[src/rtl/stall_ctrl_if.sv]
// Hazard-unit signal bundle between the pipeline datapath and stall_ctrl.
// The slave modport is the controller's view; the master drives the D/E/M stage fields.
interface stall_ctrl_if;
    logic [4:0]  D_rs;
    logic [4:0]  D_rt;
    logic [1:0]  D_tuse_rs;
    logic [1:0]  D_tuse_rt;
    logic        D_md;
    logic [4:0]  E_wa;
    logic [1:0]  E_tnew;
    logic [4:0]  M_wa;
    logic [1:0]  M_tnew;
    logic        E_md_start;
    logic        E_md_div;
    logic        F_WE;
    logic        D_WE;
    logic        E_WE;
    logic        E_clr;
    logic        stall;
    logic        md_busy;
    logic [31:0] stall_cnt;

    modport slave (
        input  D_rs, D_rt, D_tuse_rs, D_tuse_rt, D_md,
        input  E_wa, E_tnew, M_wa, M_tnew, E_md_start, E_md_div,
        output F_WE, D_WE, E_WE, E_clr, stall, md_busy, stall_cnt
    );

    modport master (
        output D_rs, D_rt, D_tuse_rs, D_tuse_rt, D_md,
        output E_wa, E_tnew, M_wa, M_tnew, E_md_start, E_md_div,
        input  F_WE, D_WE, E_WE, E_clr, stall, md_busy, stall_cnt
    );
endinterface

[src/rtl/stall_ctrl.sv]
// Five-stage pipeline hazard/stall controller: Tuse/Tnew data hazards,
// multiply/divide busy-window sequencing and a saturating stall counter.
module stall_ctrl #(
    parameter int unsigned MULT_CYCLES = 5,
    parameter int unsigned DIV_CYCLES  = 10
) (
    input logic          clk,
    input logic          reset,
    stall_ctrl_if.slave  hz
);

    localparam int unsigned MAX_CYCLES = (DIV_CYCLES > MULT_CYCLES) ? DIV_CYCLES : MULT_CYCLES;
    localparam int unsigned CW_RAW     = $clog2(MAX_CYCLES + 1);
    localparam int unsigned CW         = (CW_RAW < 4) ? 4 : CW_RAW;

    typedef enum logic {
        S_IDLE,
        S_BUSY
    } md_state_t;

    md_state_t   r_md_state;
    logic [CW-1:0] r_md_cnt;
    logic [31:0] r_stall_cnt;

    logic        w_stall_rs;
    logic        w_stall_rt;
    logic        w_stall_md;
    logic        w_stall;
    logic        w_md_busy;
    logic [CW-1:0] w_md_load;

    // Tuse of 3 exceeds any Tnew, and Tnew of 0 is always forwarded, so neither stalls.
    always_comb begin
        w_stall_rs = (hz.D_rs != 5'd0) &&
                     (((hz.D_rs == hz.E_wa) && (hz.D_tuse_rs < hz.E_tnew)) ||
                      ((hz.D_rs == hz.M_wa) && (hz.D_tuse_rs < hz.M_tnew)));
        w_stall_rt = (hz.D_rt != 5'd0) &&
                     (((hz.D_rt == hz.E_wa) && (hz.D_tuse_rt < hz.E_tnew)) ||
                      ((hz.D_rt == hz.M_wa) && (hz.D_tuse_rt < hz.M_tnew)));
    end

    assign w_md_busy  = (r_md_state == S_BUSY);
    assign w_stall_md = hz.D_md && (hz.E_md_start || w_md_busy);
    assign w_stall    = w_stall_rs || w_stall_rt || w_stall_md;
    assign w_md_load  = hz.E_md_div ? CW'(DIV_CYCLES) : CW'(MULT_CYCLES);

    assign hz.stall     = w_stall;
    assign hz.F_WE      = ~w_stall;
    assign hz.D_WE      = ~w_stall;
    assign hz.E_WE      = 1'b1;
    assign hz.E_clr     = w_stall;
    assign hz.md_busy   = w_md_busy;
    assign hz.stall_cnt = r_stall_cnt;

    // State mirrors md_cnt != 0 so md_busy comes straight from a flop.
    always_ff @(posedge clk or negedge reset) begin
        if (!reset) begin
            r_md_state <= S_IDLE;
            r_md_cnt   <= '0;
        end else if (hz.E_md_start) begin
            r_md_cnt   <= w_md_load;
            r_md_state <= (w_md_load != '0) ? S_BUSY : S_IDLE;
        end else begin
            case (r_md_state)
                S_BUSY: begin
                    r_md_cnt   <= r_md_cnt - CW'(1);
                    r_md_state <= (r_md_cnt == CW'(1)) ? S_IDLE : S_BUSY;
                end
                default: begin
                    r_md_cnt   <= '0;
                    r_md_state <= S_IDLE;
                end
            endcase
        end
    end

    always_ff @(posedge clk or negedge reset) begin
        if (!reset) begin
            r_stall_cnt <= '0;
        end else if (w_stall && (r_stall_cnt != '1)) begin
            r_stall_cnt <= r_stall_cnt + 32'd1;
        end
    end

endmodule
[src/flat_wrapper.sv]
// flat-port wrapper written by rule: the top's interface ports become plain ports
module stall_ctrl_flat 
#(
    parameter int unsigned MULT_CYCLES = 5,
    parameter int unsigned DIV_CYCLES  = 10
)
  (clk, reset, hz_D_rs, hz_D_rt, hz_D_tuse_rs, hz_D_tuse_rt, hz_D_md, hz_E_wa, hz_E_tnew, hz_M_wa, hz_M_tnew, hz_E_md_start, hz_E_md_div, hz_F_WE, hz_D_WE, hz_E_WE, hz_E_clr, hz_stall, hz_md_busy, hz_stall_cnt);
  stall_ctrl_if hz_i ();
  input logic clk;
  input logic reset;
  input wire logic [$bits(hz_i.D_rs)-1:0] hz_D_rs;
  input wire logic [$bits(hz_i.D_rt)-1:0] hz_D_rt;
  input wire logic [$bits(hz_i.D_tuse_rs)-1:0] hz_D_tuse_rs;
  input wire logic [$bits(hz_i.D_tuse_rt)-1:0] hz_D_tuse_rt;
  input wire logic [$bits(hz_i.D_md)-1:0] hz_D_md;
  input wire logic [$bits(hz_i.E_wa)-1:0] hz_E_wa;
  input wire logic [$bits(hz_i.E_tnew)-1:0] hz_E_tnew;
  input wire logic [$bits(hz_i.M_wa)-1:0] hz_M_wa;
  input wire logic [$bits(hz_i.M_tnew)-1:0] hz_M_tnew;
  input wire logic [$bits(hz_i.E_md_start)-1:0] hz_E_md_start;
  input wire logic [$bits(hz_i.E_md_div)-1:0] hz_E_md_div;
  output wire logic [$bits(hz_i.F_WE)-1:0] hz_F_WE;
  output wire logic [$bits(hz_i.D_WE)-1:0] hz_D_WE;
  output wire logic [$bits(hz_i.E_WE)-1:0] hz_E_WE;
  output wire logic [$bits(hz_i.E_clr)-1:0] hz_E_clr;
  output wire logic [$bits(hz_i.stall)-1:0] hz_stall;
  output wire logic [$bits(hz_i.md_busy)-1:0] hz_md_busy;
  output wire logic [$bits(hz_i.stall_cnt)-1:0] hz_stall_cnt;
  assign hz_i.D_rs = hz_D_rs;
  assign hz_i.D_rt = hz_D_rt;
  assign hz_i.D_tuse_rs = hz_D_tuse_rs;
  assign hz_i.D_tuse_rt = hz_D_tuse_rt;
  assign hz_i.D_md = hz_D_md;
  assign hz_i.E_wa = hz_E_wa;
  assign hz_i.E_tnew = hz_E_tnew;
  assign hz_i.M_wa = hz_M_wa;
  assign hz_i.M_tnew = hz_M_tnew;
  assign hz_i.E_md_start = hz_E_md_start;
  assign hz_i.E_md_div = hz_E_md_div;
  assign hz_F_WE = hz_i.F_WE;
  assign hz_D_WE = hz_i.D_WE;
  assign hz_E_WE = hz_i.E_WE;
  assign hz_E_clr = hz_i.E_clr;
  assign hz_stall = hz_i.stall;
  assign hz_md_busy = hz_i.md_busy;
  assign hz_stall_cnt = hz_i.stall_cnt;
  stall_ctrl #(.MULT_CYCLES(MULT_CYCLES), .DIV_CYCLES(DIV_CYCLES)) u_core (.clk(clk), .reset(reset), .hz(hz_i));
endmodule
[config.mk]
export PLATFORM = sky130hd
export DESIGN_NAME = stall_ctrl_flat
export DESIGN_NICKNAME = d
export VERILOG_FILES = /design/src/rtl/stall_ctrl_if.sv /design/src/rtl/stall_ctrl.sv /design/src/flat_wrapper.sv
export SDC_FILE = /design/constraint.sdc
export NUM_CORES = 1
export LEC_CHECK = 0
export CAP_MARGIN = 20
export CELL_PAD_IN_SITES_DETAIL_PLACEMENT = 1
export CELL_PAD_IN_SITES_GLOBAL_PLACEMENT = 2
export CORE_MARGIN = 3
export CORE_UTILIZATION = 31
export DETAILED_ROUTE_END_ITERATION = 12
export PLACE_DENSITY_LB_ADDON = 0.15
export SLEW_MARGIN = 20
export SYNTH_ARGS = -nofsm -noshare
export SYNTH_HDL_FRONTEND = slang
export SYNTH_SLANG_ARGS = --single-unit
[constraint.sdc]
create_clock -name clk -period 2.76 [get_ports clk]
set_clock_uncertainty 0.05 [all_clocks]
set_input_delay 0.276 -clock clk [delete_from_list [all_inputs] [get_ports clk]]
set_output_delay 0.276 -clock clk [all_outputs]
set_load 0.01 [all_outputs]
==> impl_metrics.json <==
{
  "outcome": "completed",
  "static-leakage-power_uw": 0.001276,
  "cts-root-buf": "sky130_fd_sc_hd__clkbuf_8",
  "timing.critical_path.from_type": "input pin",
  "regToRegStartpoint": "u_core.hz.stall_cnt[2]",
  "synth_ff_type": "sky130_fd_sc_hd__dfrtp_1",
  "synth_cells": 223,
  "powerDensity_mw_per_mm2": 469.3,
  "cts_tree": "built",
  "cts-htree-levels": 2,
  "cp_data_arrival_time_ns": 2.35,
  "route.met3.wl_um": 249,
  "dp_hpwl_um": 4743,
  "max_slew_margin_pct": 42.29,
  "yosys-top-cells-area": "sky130_fd_sc_hd__dfrtp_1 (40%), sky130_fd_sc_hd__xnor2_1 (12%), sky130_fd_sc_hd__xor2_1 (7.5%)",
  "antenna-diode-count": 0,
  "placement.io_buffers": 69,
  "largest_buffer_count_on_any_clock_path": 2,
  "floorplan.core_area_mm2": 0.007292,
  "final_period_minus_worst_setup_slack_ns": 2.673,
  "peakVddDrop_mv": 0.3580,
  "max_slew.worst_pin.slew_ns": 0.8657,
  "async_flop_share_pct": 100.0,
  "timing.max_cap.violations": 0,
  "timing.hold.worst.class": "in2async",
  "slew_violations": 0,
  "routedWlPerCell_um": 15.71,
  "filler_cell_count": 848,
  "met2_wirelength_um": 2899,
  "critPathLaunch": "hz_M_tnew[1]",
  "grt_first_pass_wirelength_um": 10070,
  "placementRows": 31,
  "clk_pin_slew_worst_paths_ns": 0.07,
  "ys_warn_count": 0,
  "drt.antenna.violating_nets": 0,
  "netlist.area_leader.share_pct": 39.53,
  "route.top_layer_used": "met4",
  "drcViolationCount": 0,
  "reg2reg_slack_ns": 0.55,
  "worst-path-max-fanout": 5,
  "worst_skew_pair_later_pin_latency_ns": 0.28,
  "floorplan.die.width_um": 92.93,
  "synth-edff-count": 0,
  "hold_violations": 0,
  "timing_worst_setup_path_type": "in2out",
  "finalCoreUtilization_pct": 44.29,
  "fmax_mhz": 374.1,
  "synth.yosys.seq_area_share_pct": 39.53,
  "syn-cell-area_mm2": 0.002342,
  "cts-buffers-inserted": 5,
  "synth_top_area_cell": "sky130_fd_sc_hd__dfrtp_1",
  "detailed_route_iter0_violations": 34,
  "yosys.cell_types.count": 40,
  "critical_path.reg2reg.endpoint": "u_core.hz.stall_cnt[1]",
  "postSynthNetCount": 263,
  "fin_crit_sh_pct": 96.84,
  "worstRegToRegCells": 6,
  "fp.dieH_um": 92.93,
  "via_count": 1939,
  "fraction_of_final_layout_cells_sized_beyond_drive_strength_1_pct": 13.22,
  "avgViaCountPerCell": 4.921,
  "finalSetupViolations": 0,
  "postRouteWirelength_um": 6189,
  "maximum_number_of_pins_on_one_net_before_global_route_repair": 38,
  "detail_route.wirelength.met1_um": 3009,
  "timing.critical_path.to_type": "primary output",
  "design.portCount": 71,
  "drtPass1Iterations": 4,
  "cts_sinks": 37,
  "gpl.final_weighted_congestion": 0.7568,
  "postCtsSetupRepairBufs": 0,
  "postSynthAreaPerCell_um2": 10.50,
  "track_usage_pct": 14.57,
  "worstSetupEndpoint": "hz_E_clr",
  "grt_antenna_before_repair": 0,
  "dieArea_mm2": 0.008635,
  "numPlacedInstances": 387,
  "ys_seq_elements": 37,
  "timing.critical_path.required_ns": 2.43,
  "initial_cell_density_of_the_core_pct": 32.12,
  "num-nets-final": 335,
  "synthToLayoutAreaGrowth_pct": 37.87,
  "grt_overflow": 0,
  "fin_cells": 394,
  "first_global_vias": 1949
}
[cell usage in the layout (no fill, tap or decap), types with 3 or more instances in the layout]
master                            netlist  routed
sky130_fd_sc_hd__xor2_1                20      20
sky130_fd_sc_hd__nand3_2                4       4
sky130_fd_sc_hd__nand2_1               15      15
sky130_fd_sc_hd__ha_1                   7       7
sky130_fd_sc_hd__o21ai_0                5       5
sky130_fd_sc_hd__nor2_1                 4       4
sky130_fd_sc_hd__nand3_1               10      10
sky130_fd_sc_hd__nand2b_1               6       6
sky130_fd_sc_hd__clkbuf_8               0       6
sky130_fd_sc_hd__xnor2_1               33      33
sky130_fd_sc_hd__inv_1                  7       7
sky130_fd_sc_hd__and3_1                 9       9
sky130_fd_sc_hd__buf_4                  4       5
sky130_fd_sc_hd__clkdlybuf4s50_1        0      68
sky130_fd_sc_hd__and2_1                 3       3
sky130_fd_sc_hd__dfrtp_1               37      37
sky130_fd_sc_hd__nand4_2                4       4
sky130_fd_sc_hd__nor3_1                 8       8
sky130_fd_sc_hd__nand4_1               12      12
[worst min-delay path by stage]
stage                from                 endpoint  slack (ns)  depth (start not counted)
global placement    reset  u_core.hz.stall_cnt[16]        0.40                          1
detailed placement  reset  u_core.hz.stall_cnt[15]        0.40                          1
finish              reset  u_core.hz.stall_cnt[19]        0.05                          1
CTS                 reset  u_core.hz.stall_cnt[19]        0.09                          1
global route        reset  u_core.hz.stall_cnt[10]        0.11                          1
floorplan           reset        u_core.hz.md_busy       -0.07                          0
[Yosys cell counts, drive strengths merged, types with 2 or more instances]
library cell  count
nor4              5
nand3            15
xor2             20
and4              3
dfrtp            37
nand2            16
ha                7
nand4            17
and2              4
inv               7
xnor2            33
a22oi             2
buf               9
nor2              5
nand2b            6
a211oi            4
or4               2
o21ai             5
and3             10
nor3             10
[critical path: stages]
cell and delay (ns):
sky130_fd_sc_hd__clkdlybuf4s50_1 0.45, sky130_fd_sc_hd__inv_1 0.06, sky130_fd_sc_hd__ha_1 0.29, sky130_fd_sc_hd__a211oi_1 0.27, sky130_fd_sc_hd__a22oi_2 0.12, sky130_fd_sc_hd__o221ai_4 0.29, sky130_fd_sc_hd__clkdlybuf4s50_1 0.59
[layout make-up]
cell class              instances  area (um^2)  share of cell area, %
well taps                      99        123.9                  3.836
multi-input cells             170         1340                  41.50
inverters                       7        26.28                 0.8136
repair buffers                 74        723.2                  22.39
clock inverters                 1        7.507                 0.2325
flip-flops and latches         37        925.9                  28.67
clock buffers                   6        82.58                  2.557
[cell families (layout without fill, tap and decap cells)]
family,count (synthesis),after routing,synth area share (%)
buffers and inverters,16,88,4.541
DFF,37,37,39.53
and+or+nand+nor,95,95,27.30
adders and majority gates,7,7,3.739
xor gates and xnor gates,53,53,19.82
other,1,1,0.1601
muxes,1,1,0.4807
AOI/OAI and AO/OA,13,13,4.434
[power by group]
part           leakage (uW)  switching [uW]  internal (uW)  total (uW)
Sequential         0.000493            68.1            602         670
Clock             0.0000433             191            198         389
Combinational      0.000740             210            247         457
Total               0.00128             469           1050        1520
[per-layer routing]
| metal | vias to the layer above | track usage, % |
|---|---|---|
| met5 | - | 0 |
| met3 | 2 | 3.574 |
| met1 | 973 | 20.30 |
| met4 | 0 | 2.564 |
| met2 | 44 | 23.16 |
| li1 | 920 | - |
[state kept, by name, summed over array words and instances (netlist names)]
name                 count
u_core.hz.md_busy        1
u_core.r_md_cnt          4
u_core.hz.stall_cnt     32
[repair_timing]
action                     4_1_cts  5_1_grt
setup endpoints to repair        0        4
resized for setup                0        5
hold buffers                     0        0
[per-stage QoR]
step / worst slack [ns] / total power, uW / TNS, ns / area [um^2] / hold slack [ns]
final: 0.08719 / 1515 / 0 / 3229 / 0.05270
after global routing: -0.002338 / 1621 / -0.002338 / 3229 / 0.1144
after CTS: 0.02145 / 1536 / 0 / 3199 / 0.08810
after detailed placement: 0.03344 / 1130 / 0 / 3109 / 0.4020
after global placement: 0.1077 / 1126 / 0 / 3109 / 0.3951
after floorplan: 0.8116 / 895.9 / 0 / 2342 / -0.06959
Note: power is estimated with default switching activity, not from simulation.
